===== config.mk =====
export PLATFORM = sky130hd
export DESIGN_NAME = mem_step_sequencer
export DESIGN_NICKNAME = d
export VERILOG_FILES = /design/src/rtl/mem_step_sequencer.sv
export SDC_FILE = /design/constraint.sdc
export NUM_CORES = 1
export LEC_CHECK = 0
export ABC_CLOCK_PERIOD_IN_PS = 2100
export BUFFER_PORTS_ARGS = -buffer_cell sky130_fd_sc_hd__clkbuf_2
export CAP_MARGIN = 20
export CORE_MARGIN = 1.5
export CORE_UTILIZATION = 45
export DETAILED_ROUTE_END_ITERATION = 8
export PLACE_DENSITY = 0.73
export SYNTH_ARGS = -nofsm -noshare
export SYNTH_HDL_FRONTEND = slang
export SYNTH_SLANG_ARGS = --single-unit

===== constraint.sdc =====
create_clock -name clock -period 2.1 [get_ports clock]
set_clock_uncertainty 0.15 [all_clocks]
set_input_delay 0.42 -clock clock [delete_from_list [all_inputs] [get_ports clock]]
set_output_delay 0.42 -clock clock [all_outputs]
set_load 0.005 [all_outputs]

===== src/rtl/mem_step_sequencer.sv =====
// mem_step_sequencer: Moore control-step sequencer for ld/ldi/st.
// Steps fetch T0-T2, decode T3 and execute T4-T7. Memory steps stall on mem_ready.
// Ports: clock and clear (sync, active-low), run, ir_opcode and mem_ready in.
// Out: datapath enables, step (IDLE=0, T0..T7=1..8, FAULT=15), busy,
// instr_done, fault and timeout.
// Build option: SEQ_STORE_EN compiles in the st path (Write/Rout driven).
module mem_step_sequencer #(
  parameter int unsigned OPCODE_W = 5,
  parameter logic [OPCODE_W-1:0] OP_LD  = 5'b00000,
  parameter logic [OPCODE_W-1:0] OP_LDI = 5'b00001,
  parameter logic [OPCODE_W-1:0] OP_ST  = 5'b00010,
  parameter int unsigned MAX_WAIT = 15
) (
  input  logic                clock,
  input  logic                clear,
  input  logic                run,
  input  logic [OPCODE_W-1:0] ir_opcode,
  input  logic                mem_ready,
  output logic PCout,
  output logic MARin,
  output logic IncPC,
  output logic Zlowin,
  output logic Zlowout,
  output logic PCin,
  output logic Read,
  output logic Write,
  output logic MDRin,
  output logic MDRout,
  output logic IRin,
  output logic Gra,
  output logic Grb,
  output logic BAout,
  output logic Rin,
  output logic Rout,
  output logic Yin,
  output logic Csignout,
  output logic ADD,
  output logic [3:0] step,
  output logic busy,
  output logic instr_done,
  output logic fault,
  output logic timeout
);

  typedef enum logic [3:0] {
    IDLE  = 4'd0,
    T0    = 4'd1,
    T1    = 4'd2,
    T2    = 4'd3,
    T3    = 4'd4,
    T4    = 4'd5,
    T5    = 4'd6,
    T6    = 4'd7,
    T7    = 4'd8,
    FAULT = 4'd15
  } state_t;

  typedef enum logic [1:0] {
    K_LD  = 2'd0,
    K_LDI = 2'd1,
    K_ST  = 2'd2
  } kind_t;

  state_t     state;
  kind_t      kind;
  logic [7:0] wait_cnt;
  logic       fault_q;
  logic       timeout_q;

  logic is_mem;
  logic stall;
  logic expire;
  logic last;

  // Opcode class is captured at T3 so later steps do not depend on IR.
  always_comb begin
    is_mem = (state == T1) ||
             (state == T6 && kind == K_LD) ||
             (state == T7 && kind == K_ST);
    stall  = is_mem && !mem_ready;
    expire = stall && (wait_cnt == 8'(MAX_WAIT));
    last   = (state == T5 && kind == K_LDI) ||
             (state == T7 && kind == K_LD) ||
             (state == T7 && kind == K_ST && mem_ready);
  end

  always_ff @(posedge clock) begin
    if (!clear) begin
      state     <= IDLE;
      kind      <= K_LD;
      wait_cnt  <= 8'd0;
      fault_q   <= 1'b0;
      timeout_q <= 1'b0;
    end else if (expire) begin
      state     <= FAULT;
      wait_cnt  <= 8'd0;
      fault_q   <= 1'b1;
      timeout_q <= 1'b1;
    end else if (stall) begin
      wait_cnt <= wait_cnt + 8'd1;
    end else begin
      wait_cnt <= 8'd0;
      if (last) begin
        state <= run ? T0 : IDLE;
      end else begin
        unique case (state)
          IDLE: if (run) state <= T0;
          T0:   state <= T1;
          T1:   state <= T2;
          T2:   state <= T3;
          T3: begin
            unique case (1'b1)
              (ir_opcode == OP_LD): begin
                kind  <= K_LD;
                state <= T4;
              end
              (ir_opcode == OP_LDI): begin
                kind  <= K_LDI;
                state <= T4;
              end
`ifdef SEQ_STORE_EN
              (ir_opcode == OP_ST): begin
                kind  <= K_ST;
                state <= T4;
              end
`endif
              default: begin
                state   <= FAULT;
                fault_q <= 1'b1;
              end
            endcase
          end
          T4:    state <= T5;
          T5:    state <= T6;
          T6:    state <= T7;
          T7:    state <= T7;
          FAULT: state <= FAULT;
          default: begin
            state   <= FAULT;
            fault_q <= 1'b1;
          end
        endcase
      end
    end
  end

  always_comb begin
    PCout    = 1'b0;
    MARin    = 1'b0;
    IncPC    = 1'b0;
    Zlowin   = 1'b0;
    Zlowout  = 1'b0;
    PCin     = 1'b0;
    Read     = 1'b0;
    Write    = 1'b0;
    MDRin    = 1'b0;
    MDRout   = 1'b0;
    IRin     = 1'b0;
    Gra      = 1'b0;
    Grb      = 1'b0;
    BAout    = 1'b0;
    Rin      = 1'b0;
    Rout     = 1'b0;
    Yin      = 1'b0;
    Csignout = 1'b0;
    ADD      = 1'b0;
    unique case (state)
      T0: begin
        PCout  = 1'b1;
        MARin  = 1'b1;
        IncPC  = 1'b1;
        Zlowin = 1'b1;
      end
      T1: begin
        Read    = 1'b1;
        MDRin   = 1'b1;
        // PC update happens once even if the read stalls.
        Zlowout = (wait_cnt == 8'd0);
        PCin    = (wait_cnt == 8'd0);
      end
      T2: begin
        MDRout = 1'b1;
        IRin   = 1'b1;
      end
      T3: begin
        Grb   = 1'b1;
        BAout = 1'b1;
        Yin   = 1'b1;
      end
      T4: begin
        Csignout = 1'b1;
        ADD      = 1'b1;
        Zlowin   = 1'b1;
      end
      T5: begin
        Zlowout = 1'b1;
        Gra     = (kind == K_LDI);
        Rin     = (kind == K_LDI);
        MARin   = (kind != K_LDI);
      end
      T6: begin
        MDRin = 1'b1;
        Read  = (kind == K_LD);
        Gra   = (kind == K_ST);
`ifdef SEQ_STORE_EN
        Rout  = (kind == K_ST);
`endif
      end
      T7: begin
        MDRout = (kind == K_LD);
        Gra    = (kind == K_LD);
        Rin    = (kind == K_LD);
`ifdef SEQ_STORE_EN
        Write  = (kind == K_ST);
`endif
      end
      default: ;
    endcase
  end

  assign step       = state;
  assign busy       = (state != IDLE) && (state != FAULT);
  assign instr_done = last;
  assign fault      = fault_q;
  assign timeout    = timeout_q;

endmodule


## Yosys cells after proc, flatten, opt, wreduce, memory -nomap -nowiden

Index checks and enable logic that the tools add are counted.

| operators by class | value |
|---|---|
| add/subtract/negate cells | 1 |
| equality and inequality tests | 20 |
| muxes and demuxes | 26 |
| bitwise gates (word level) | 4 |
| reduce and logical (&&, ||, !) cells | 28 |

Operators with widths:

| operator | count |
|---|---|
| one-hot mux 4 bit (8 select lines) | 1 |
| 2-to-1 mux 4 bit | 5 |
| == test 4 x 3 -> 1 bit, second input constant | 4 |
| 2-to-1 mux 1 bit | 12 |
| one-hot mux 1 bit (2 select lines) | 6 |
| OR reduction 9 bit | 1 |
| adder 8 x 1 -> 8 bit, second input constant | 1 |
| == test 4 x 2 -> 1 bit, second input constant | 2 |
| == test 4 bit, second input constant | 2 |
| == test 8 x 4 -> 1 bit, second input constant | 1 |
| logical AND 1 bit | 8 |
| logical NOT 8 bit | 1 |
| inequality test 2 x 1 -> 1 bit, second input constant | 4 |
| inequality test 4 bit, second input constant | 2 |
| OR reduction 2 bit | 4 |
| == test 5 x 1 -> 1 bit, second input constant | 1 |
| logical NOT 5 bit | 1 |
| AND reduction 5 bit | 1 |
| == test 4 x 1 -> 1 bit, second input constant | 1 |
| logical NOT 4 bit | 1 |
| logical OR 1 bit | 4 |
| inverter 1 bit | 4 |
| one-hot mux 2 bit (2 select lines) | 1 |
| AND reduction 4 bit | 1 |
| other kinds (10) | 10 |

| storage, ports and cells | value |
|---|---|
| register bits | 16 |
| input bits | 9 |
| output and inout bits | 27 |
| logic and storage cells | 84 |

## Depth between registers and ports, before layout

Gate-level depths: netlist (run 1).

| depth | value |
|---|---|
| depth in word-level cells | 8 |
| depth in mapped cells | 6 |
| gate-level depth less buffers | 5 |

## Least setup slack after synthesis (run 1)

OpenSTA, ideal clock, no wires.

| timing | value |
|---|---|
| path type | register to output |
| start point | register state[3], in the netlist step[3] |
| end point | output Rin |
| arrival time | 1.378 ns |
| data required time | 1.530 ns |
| slack | 0.152 ns |
| cell stages (with the launch flop) | 7 |
| path buffers | 3 |
| cell sequence | dfxtp_1 -> buf_2 -> buf_1 -> nor2b_1 -> a32oi_1 -> nor2_1 -> buf_4 |

| on the way | value |
|---|---|
| cells in the longest elaborated chain, start to end | 2 |
| elaborated cells between the ends (all ways) | 3 |
| classes of those cells | 2 x eq/ne; 1 x mux |

Ends and longest elaborated chain:

| item | RTL line | text |
|---|---|---|
| start: declaration | 64 | `state_t state;` |
| start signal: assignment | 104 | `state <= run ? T0 : IDLE;` |
| == test 4 bit or == test 4 x 3 -> 1 bit (tied branches) | 167 | `unique case (state)` |
| one-hot mux 1 bit (2 select lines) (*) | 167 |  |
| end: declaration | 33 | `output logic Rin,` |

Mark *: on every way between the ends. The rest lies on a longest branch, timed or not.

## Final worst setup path (run 1)

| timing | value |
|---|---|
| start point | register wait_cnt[4] |
| end point | output Zlowout |

| on the way | value |
|---|---|
| cells in the longest elaborated chain, start to end | 2 |

Ends and longest elaborated chain:

| item | RTL line | text |
|---|---|---|
| start: declaration | 66 | `logic [7:0] wait_cnt;` |
| start signal: assignment | 100 | `wait_cnt <= wait_cnt + 8'd1;` |
| logical NOT 8 bit | 178 | `Zlowout = (wait_cnt == 8'd0);` |
| one-hot mux 1 bit (2 select lines) | 167 |  |
| end: declaration | 23 | `output logic Zlowout,` |

No other way between the ends.

==> results of run 1 <==
worst max-delay path: cells and delay by family, from the launching register on:
family                 cells  cell delay [ns]
and+or+nand+nor            3             0.69
DFF                        1             0.36
AOI/OAI and AO/OA          1             0.14
buffers and inverters      1             0.10
final cells by class:
cell class                 instances  area [sq um]  area share
timing repair buffer              43           240       0.188
tap                               28          35.0      0.0275
sequential                        15           307       0.240
inverter                           5          18.8      0.0147
multi-input combinational        102           649       0.509
clock buffer                       4          26.3      0.0206
where the power goes:
group / leakage [nW] / switching (W) / internal, W
Clock: 0.0150 / 0.0000896 / 0.0000736
Combinational: 0.411 / 0.000510 / 0.000430
Sequential: 0.124 / 0.0000663 / 0.000331
Total: 0.550 / 0.000666 / 0.000835
cell usage after synthesis, drive strengths merged, types with 2 or more instances:
cell and number:
nand3 4, xor2 2, nor2 25, nor4 4, nor4b 3, dfxtp 15
nand2 9, inv 5, ha 2, o21ai 6, xnor2 4, buf 15
nor2b 3, o31a 2, nand2b 2, and3 2, nor3 5, a21oi 7
o31ai 2, o21a 2, a211oi 2
kinds of logic after synthesis:
kind of cell	count (synthesis)	synth area share
AOI/OAI and AO/OA	31	0.206
adders and majority gates	2	0.0240
other	1	0.00360
buffers and inverters	21	0.118
DFF	15	0.288
xor gates and xnor gates	6	0.0504
and+or+nand+nor	61	0.310
registers in the layout, summed over array words and instances (netlist names):
register,cells
fault,1
step,4
kind,1
wait_cnt,8
timeout,1
through the flow:
step                      setup TNS [ns]  total power, W   util  setup slack (ns)
final                            -0.0503         0.00150  0.583           -0.0503
after global routing              -0.475         0.00162  0.583            -0.171
after CTS                         -0.121         0.00149  0.577            -0.101
after detailed placement               0         0.00132  0.545            0.0448
after global placement                 0         0.00129  0.545            0.0871
after floorplan                        0         0.00103      -             0.152
worst max path at each step:
stage	from	to	slack (ns)	cells past startpoint
after floorplan	step[3]	Rin	0.15	6
after global placement	wait_cnt[5]	Zlowout	0.09	5
after detailed placement	wait_cnt[5]	Zlowout	0.04	5
after CTS	wait_cnt[6]	Zlowout	-0.10	5
after global routing	wait_cnt[4]	Zlowout	-0.17	5
final	wait_cnt[4]	Zlowout	-0.05	5
metal layers:
metal,global-route usage,vias up,share of wire
met5,0,-,0
met4,0.0811,0,0.0039
met3,0.0468,2,0.074
met2,0.323,48,0.50
met1,0.304,486,0.42
li1,-,532,-
timing repair:
action                     CTS  global route
gates resized for setup      6             3
hold endpoints to repair     0             0
pin swaps                    3             1
buffers inserted             3             0
setup endpoints to repair    4             8
==> flow_summary_export.csv, run 1 <==
group,metric,value,unit
cells_and_area,final_cell_mix,"32 x clkbuf_2, 24 x nor2_1, 12 x dfxtp_1, 10 x buf_4, 9 x nand2_1",
synth,yosys.area.top_type,"dfxtp_1",
timing,slew_viol_final,0,
cells_and_area,final_cell_area,1280,sq um
worst_setup_path,cp_slowest_cell,"dfxtp_4",
cells_and_area,nets,181,
worst_setup_path,crit_chain,"nor4_4, nand3_1, nor4b_2, a31o_1, clkbuf_2",
place,numPortBuffers,33,
timing,post-route-min-period,2.15,ns
outcome,status,"finished, violations left",
drt,firstDrtPassIters,4,
worst_setup_path,reg2reg_slack,0.27,ns
timing,rsz0062_at_grt,"true",
cells_and_area,layout-drive-gt1-share,0.337,
cells_and_area,final_cells,197,
place,dp_cells,190,
place,hpwl,1900,um
global_route,grt_pass1_vias,984,
worst_setup_path,max_stage_delay,0.36,ns
synth,synth_area_per_cell,7.61,sq um
floorplanning,die_area,2610,sq um
synth,ys_seq_elements,15,
worst_hold_path,hp-class,"input pin to flip-flop",
outcome,violations,"negative setup slack",
floorplanning,core,2190,sq um
cells_and_area,num_antenna_cells,0,
worst_setup_path,timing.rr.start,"step[0]",
clock_tree,hold_buffers,0,
worst_setup_path,reg2reg_to,"step[0]",
clock_tree,root_buffer,"clkbuf_4",
worst_hold_path,hold_end,"kind[0]",
drt,drc,0,
floorplanning,core.rowCount,17,
timing,setup_viol,1,
drt,postRouteAntennaNets,0,
timing,timing.hold.ws,0.273,ns
worst_hold_path,hold_depth,3,
timing,fmax,465,MHz
power,powerDensity,1180,nW/um^2
worst_hold_path,min_from,"ir_opcode[0]",
timing,postLayoutSetupSlackWorst,-0.0503,ns
cells_and_area,syn2layout_area_growth,22.4,%
cells_and_area,final_common_cell,"clkbuf_2",
synth,ys.flop_type,"dfxtp_1",
clock_tree,cts.clk_slew.worst_paths,0.09,ns
worst_setup_path,cp_data_required_time,1.53,ns
place,place_area,1190,sq um
global_route,grt_antenna_before_repair,0,
drt,wl,2590,um
drt,wire_per_inst,13.2,um
run,maxCapViolations,0,
clock_tree,worstSkewPairLatency,0.28,ns
global_route,grt_overflow,0,
cells_and_area,nFillCells,212,
synth,synth_area_leaders,"dfxtp_1 29%, nor2_1 9.0%, buf_4 5.8%",
floorplanning,start_util,0.476,
worst_setup_path,rr_worst_depth,5,
timing,period_share,1.02,
synth,syn_area,1040,sq um
timing,hold_violations,0,
global_route,grt_use_total,0.217,
global_route,grt_max_degree,23,
floorplanning,io_pins,36,
worst_setup_path,cp.arrival,1.58,ns
floorplanning,die_x,51.1,um
drt,drtIter0Drc,29,
power,power.leakage,0.550,nW
place,gp_congestion,0.808,
clock_tree,cts.path.max_buffers,2,
power,ir_drop,0.000676,V
clock_tree,cts_tree,"built",
worst_setup_path,crit_type,"flip-flop to primary output",
synth,synthArstFlopShare,0,
floorplanning,die_height,51.1,um
synth,yosysWarnings,0,
clock_tree,clkSinkCount,15,
drt,drt-vias-per-instance,5.42,
clock_tree,htreeDepth,1,
synth,postSynthCellCount,137,
synth,ys_types,43,
worst_setup_path,critPathLaunchType,"flip-flop",
worst_setup_path,end_kind,"primary output",
drt,vias,1068,
clock_tree,cts_buffers,3,
synth,synth-edff-count,0,
synth,synth_top_area_share,0.288,
global_route,grt_pass1_wl,4340,um
worst_setup_path,critPathMaxFanout,2,
synth,yosysSeqAreaShare,0.288,
No activity file was read; power rests on OpenSTA's default activity.
==> inputs of run 2 (changes only) <==
==> constraint.sdc (replaced) <==
create_clock -name clock -period 2.1 [get_ports clock]
set_clock_uncertainty 0.15 [all_clocks]
set_input_delay 0.21 -clock clock [delete_from_list [all_inputs] [get_ports clock]]
set_output_delay 0.21 -clock clock [all_outputs]
set_load 0.005 [all_outputs]
==> run 2 against run 1 <==
  * The flow now finishes without violations
  * First-iteration DRC count unchanged
  * Critical path depth down 2
  * Sequential power grew 9.3%
  * Combinational power fell by 7.3%
  * Cell area shrank 2.2%
  * Utilization down 1.3 points
  * Flip-flop and latch count stayed put
  * Die area unchanged
  * Worst setup slack better by 0.19 ns
  * Critical path type unchanged
  * Largest cell class unchanged
  * Largest power group unchanged
  * Highest routed layer unchanged
==> flow_summary_export.csv, run 2 (synthesized netlist as in run 1, its figures left out) <==
group,metric,value,unit
outcome,status,"finished, final reports clean",
clock_tree,cts.clk_slew.worst_paths,0.08,ns
drt,drtIter0Drc,29,
global_route,busiest_layer,"met2",
global_route,grt_max_degree,20,
place,hpwl,1740,um
global_route,grt_pass1_vias,879,
worst_setup_path,cp_data_required_time,1.74,ns
place,numPortBuffers,33,
timing,tns,0,ns
drt,firstDrtPassIters,4,
floorplanning,die_x,51.1,um
timing,period_share,0.933,
worst_setup_path,cp.arrival,1.60,ns
clock_tree,htreeDepth,1,
cells_and_area,final_cell_mix,"33 x clkbuf_2, 24 x nor2_1, 12 x dfxtp_1, 9 x nand2_1, 7 x a21oi_1",
floorplanning,die_area,2610,sq um
cells_and_area,nets,176,
cells_and_area,num_antenna_cells,0,
cells_and_area,syn2layout_area_growth,19.8,%
global_route,grt_use_met3,0.0409,
worst_setup_path,end_kind,"primary output",
clock_tree,clkSinkCount,15,
floorplanning,core,2190,sq um
worst_setup_path,crit_type,"flip-flop to primary output",
power,power.leakage,0.534,nW
floorplanning,die_height,51.1,um
run,maxCapViolations,0,
global_route,grtUsageMet2,0.303,
global_route,grt_pass1_wl,3860,um
timing,slew_viol_final,0,
clock_tree,cts_tree,"built",
clock_tree,worstSkewPairLatency,0.28,ns
global_route,grt_overflow,0,
power,ir_drop,0.000760,V
timing,fmax,510,MHz
timing,hold_violations,0,
clock_tree,root_buffer,"clkbuf_4",
floorplanning,start_util,0.476,
floorplanning,io_pins,36,
cells_and_area,largest_reg_flops,8,
worst_setup_path,critPathMaxFanout,12,
timing,timing.hold.ws,0.0735,ns
drt,drt-vias-per-instance,5.36,
global_route,met1_usage,0.257,
clock_tree,cts.path.max_buffers,2,
timing,rsz0062_at_grt,"false",
drt,postRouteAntennaNets,0,
timing,setup_viol,0,
global_route,grt_use_total,0.191,
timing,post-route-min-period,1.96,ns
global_route,grt_antenna_before_repair,0,
cells_and_area,final_common_cell,"clkbuf_2",
cells_and_area,largest-register,"wait_cnt",
drt,wire_per_inst,12.3,um
clock_tree,cts_setup_buffers,0,
worst_setup_path,critPathLaunchType,"flip-flop",
power,finalPower,0.00147,W
worst_hold_path,hp-class,"input pin to flip-flop",
place,gp_congestion,0.818,
worst_hold_path,min_from,"clear",
drt,drc,0,
floorplanning,core.rowCount,17,
clock_tree,cts_buffers,3,
worst_setup_path,timing.rr.start,"step[3]",
cells_and_area,layout-drive-gt1-share,0.329,
worst_setup_path,crit_path_start,"step[3]",
power,powerDensity,1180,nW/um^2
drt,vias,1029,
drt,wl,2350,um
run 2: cell type report:
class	count	area (sq um)
fill	200	942
multi-input combinational	102	662
sequential	15	304
timing repair buffer	38	203
tap	28	35.0
clock buffer	4	26.3
inverter	5	18.8
run 2: final timing paths:
path | end | slack, ns | depth (start not counted)
worst max-delay path | Yin | 0.14 | 3
worst min register to register | timeout | 0.34 | 1
worst min-delay path | timeout | 0.07 | 2
worst max register to register | kind[0] | 0.33 | 5
run 2: worst max-delay path: stages (launching register included):
cell and delay [ns]:
dfxtp_1 0.44, buf_4 0.24, nor4b_2 0.45, clkbuf_2 0.19
run 2: stage by stage:
stage / worst slack [ns] / cells / cell area [sq um] / util
2_1_floorplan: 0.362 / 138 / 1050 / -
3_3_place_gp: 0.277 / 188 / 1180 / 0.539
3_5_place_dp: 0.238 / 188 / 1180 / 0.539
4_1_cts: 0.0466 / 192 / 1210 / 0.555
5_1_grt: 0.00366 / 192 / 1250 / 0.570
6_report: 0.140 / 192 / 1250 / 0.570
run 2: metal layers:
metal / vias up / part of all wire
met5: - / 0
met4: 0 / 0.0051
met3: 2 / 0.058
met2: 31 / 0.48
met1: 472 / 0.46
li1: 524 / -
run 2: power by group:
part,switching (W),total [W],internal [W],leakage [nW]
clock network,0.0000915,0.000165,0.0000736,0.0150
logic,0.000460,0.000871,0.000411,0.396
registers,0.000102,0.000434,0.000332,0.123
total,0.000654,0.00147,0.000816,0.534
run 2: repair_timing:
action | CTS | global route
endpoints found under the hold margin | 0 | 0
hold buffers | 0 | 0
cloned | 0 | 0
gates resized for setup | 2 | 8
setup endpoints to repair | 1 | 5
pin swaps | 0 | 1
==> inputs of run 3 (changes only) <==
--- a/config.mk
+++ b/config.mk
@@ -5,6 +5,7 @@
 export SDC_FILE = /design/constraint.sdc
 export NUM_CORES = 1
 export LEC_CHECK = 0
+export ABC_AREA = 1
 export ABC_CLOCK_PERIOD_IN_PS = 2100
 export BUFFER_PORTS_ARGS = -buffer_cell sky130_fd_sc_hd__clkbuf_2
 export CAP_MARGIN = 20
==> run 3 against run 2 <==
  * Clock-buffer cell count unchanged
  * Sequential share of layout area grew 1.4 points
  * Global-route usage increased by 0.22 points
  * Utilization increased by 0.62 points
  * Largest power group unchanged
  * Routed wire length is 4.9% lower
  * Highest routed layer unchanged
  * Total power is 18% lower
  * Critical path type unchanged
==> flow_summary_export.csv, run 3 <==
group,metric,value,unit
outcome,status,"finished, final reports clean",
clock_tree,clkSinkCount,15,
clock_tree,cts.path.max_buffers,2,
cells_and_area,final_cell_mix,"33 x clkbuf_2, 31 x nand2_1, 27 x nor2_1, 18 x inv_1, 15 x dfxtp_1",
timing,rsz0062_at_grt,"false",
floorplanning,core.rowCount,16,
synth,synthArstFlopShare,0,
global_route,grt_pass1_vias,891,
cells_and_area,num_antenna_cells,0,
worst_setup_path,rr_worst_depth,8,
cells_and_area,layout-drive-gt1-share,0.291,
drt,vias,994,
clock_tree,cts_resized,0,
cells_and_area,final_common_cell,"clkbuf_2",
worst_setup_path,crit_path_start,"step[3]",
timing,slew_viol_final,0,
worst_setup_path,reg2reg_slack,0.46,ns
timing,timing.hold.ws,0.0792,ns
power,power.leakage,0.594,nW
timing,postLayoutSetupSlackWorst,0.252,ns
timing,tns,0,ns
cells_and_area,largest-register,"wait_cnt",
cells_and_area,utilization,0.576,
clock_tree,cts_buffers,3,
synth,synth_most_common_cell,"nand2_1",
drt,wl,2240,um
floorplanning,io_pins,36,
drt,wire_per_inst,10.9,um
global_route,grt_pass1_wl,3780,um
worst_setup_path,path_depth,4,
worst_setup_path,crit_end,"Zlowout",
floorplanning,die_area,2520,sq um
power,powerDensity,1040,nW/um^2
global_route,grt_use_total,0.193,
drt,drt-vias-per-instance,4.83,
drt,postRouteAntennaNets,0,
cells_and_area,nets,191,
worst_setup_path,path_delay_family,"simple AND/OR/NAND/NOR gates",
global_route,grt_antenna_before_repair,0,
clock_tree,hold_buffers,0,
worst_setup_path,critPathLaunchType,"flip-flop",
floorplanning,core,2020,sq um
worst_setup_path,timing.critical_path.buf_inv,1,
synth,synth_top_area_share,0.299,
worst_setup_path,reg2reg_to,"step[2]",
floorplanning,die_height,50.2,um
clock_tree,cts_tree,"built",
place,gp_congestion,0.859,
drt,drc,0,
synth,ys_seq_elements,15,
synth,yosysWarnings,0,
power,ir_drop,0.000610,V
run,maxCapViolations,0,
synth,synthTopCellsByCount,"31 x nand2_1, 27 x nor2_1, 18 x inv_1",
worst_setup_path,crit_chain,"nor2_2, nand2_2, o31ai_1, clkbuf_2",
worst_setup_path,cp_slowest_cell,"dfxtp_1",
worst_setup_path,cp_data_required_time,1.74,ns
synth,postSynthCellCount,150,
synth,synth_area_leaders,"dfxtp_1 30%, nand2_1 12%, nor2_1 10%",
clock_tree,worstSkewPairLatency,0.27,ns
worst_setup_path,end_kind,"primary output",
synth,yosys.area.top_type,"dfxtp_1",
timing,setup_viol,0,
clock_tree,cts_setup_buffers,0,
synth,synth_area_per_cell,6.69,sq um
global_route,grt_overflow,0,
worst_setup_path,cp.arrival,1.49,ns
worst_setup_path,critPathMaxFanout,9,
timing,post-route-min-period,1.85,ns
drt,firstDrtPassIters,4,
timing,hold_violations,0,
worst_setup_path,timing.rr.start,"wait_cnt[0]",
place,numPortBuffers,33,
worst_setup_path,max_stage_delay,0.42,ns
floorplanning,die_x,50.2,um
synth,synth-edff-count,0,
clock_tree,root_buffer,"clkbuf_4",
worst_setup_path,crit_type,"flip-flop to primary output",
synth,yosysSeqAreaShare,0.299,
place,dp_slack,0.485,ns
place,hpwl,1890,um
cells_and_area,largest_reg_flops,8,
synth,ys_types,27,
clock_tree,cts.clk_slew.worst_paths,0.08,ns
floorplanning,start_util,0.496,
drt,drtIter0Drc,20,
synth,syn_area,1000,sq um
global_route,grt_max_degree,10,
timing,period_share,0.880,
synth,ys.flop_type,"dfxtp_1",
clock_tree,htreeDepth,1,
cells_and_area,syn2layout_area_growth,16.1,%
worst_hold_path,hp-class,"input pin to flip-flop",
timing,fmax,541,MHz
[run 3: changes by cell type in the layout (fill, tap and decap cells not counted), sizes merged, moves of 3 or more]
cell | previous run | this run
nor2 | 25 | 31
nor4b | 3 | 0
nand4 | 0 | 3
nor2b | 3 | 0
nor3 | 5 | 1
nand3 | 4 | 16
a21oi | 7 | 3
nand2 | 9 | 34
nor4 | 4 | 0
xnor2 | 4 | 1
buf | 5 | 0
inv | 5 | 20
[run 3: layout make-up]
class	instances	area (sq um)
clock buffers	4	26.3
fillers	207	857
inverters	20	75.1
multi-input cells	107	564
flip-flops and latches	15	300
well taps	27	33.8
repair buffers	33	165
[run 3: cell families after synthesis]
logic type | count (synthesis) | share of synthesized area
adder cells (fa/ha/maj) | 2 | 0.0249
AO/OA/AOI/OAI | 11 | 0.0586
XOR/XNOR | 3 | 0.0262
other | 1 | 0.00374
buffers and inverters | 29 | 0.142
AND/OR/NAND/NOR | 89 | 0.445
flip-flops | 15 | 0.299
[run 3: report_power, final]
part	leakage (nW)	switching (W)	internal, W	total [W]
combinational	0.457	0.000407	0.000260	0.000667
clock	0.0150	0.0000834	0.0000735	0.000157
sequential	0.122	0.0000602	0.000324	0.000384
total	0.594	0.000550	0.000658	0.00121
[run 3: worst min-delay path by stage]
stage / start / endpoint / slack, ns / cells past startpoint
finish: ir_opcode[0] / kind[0] / 0.08 / 3
detailed placement: timeout / timeout / 0.29 / 2
floorplan: clear / fault / 0.16 / 2
CTS: ir_opcode[0] / kind[0] / 0.07 / 3
global placement: fault / fault / 0.29 / 2
global route: clear / step[1] / 0.10 / 3
[run 3: per-layer routing]
layer,global-route usage,part of all wire,up-vias
li1,-,-,521
met1,0.263,0.47,433
met4,0.0694,0.016,0
met3,0.0268,0.055,4
met2,0.309,0.46,36
met5,0,0,-
[run 3: per-stage QoR]
stage          cell area [sq um]  instances  total power [W]
3_3_place_gp                1140        202          0.00105
6_report                    1160        206          0.00121
3_5_place_dp                1140        202          0.00106
5_1_grt                     1160        206          0.00132
4_1_cts                     1160        206          0.00122
2_1_floorplan               1010        151         0.000842
[run 3: worst min-delay path, stage by stage]
cell,delay (ns)
clkbuf_2,0.08
o21ai_0,0.08
a21oi_1,0.10
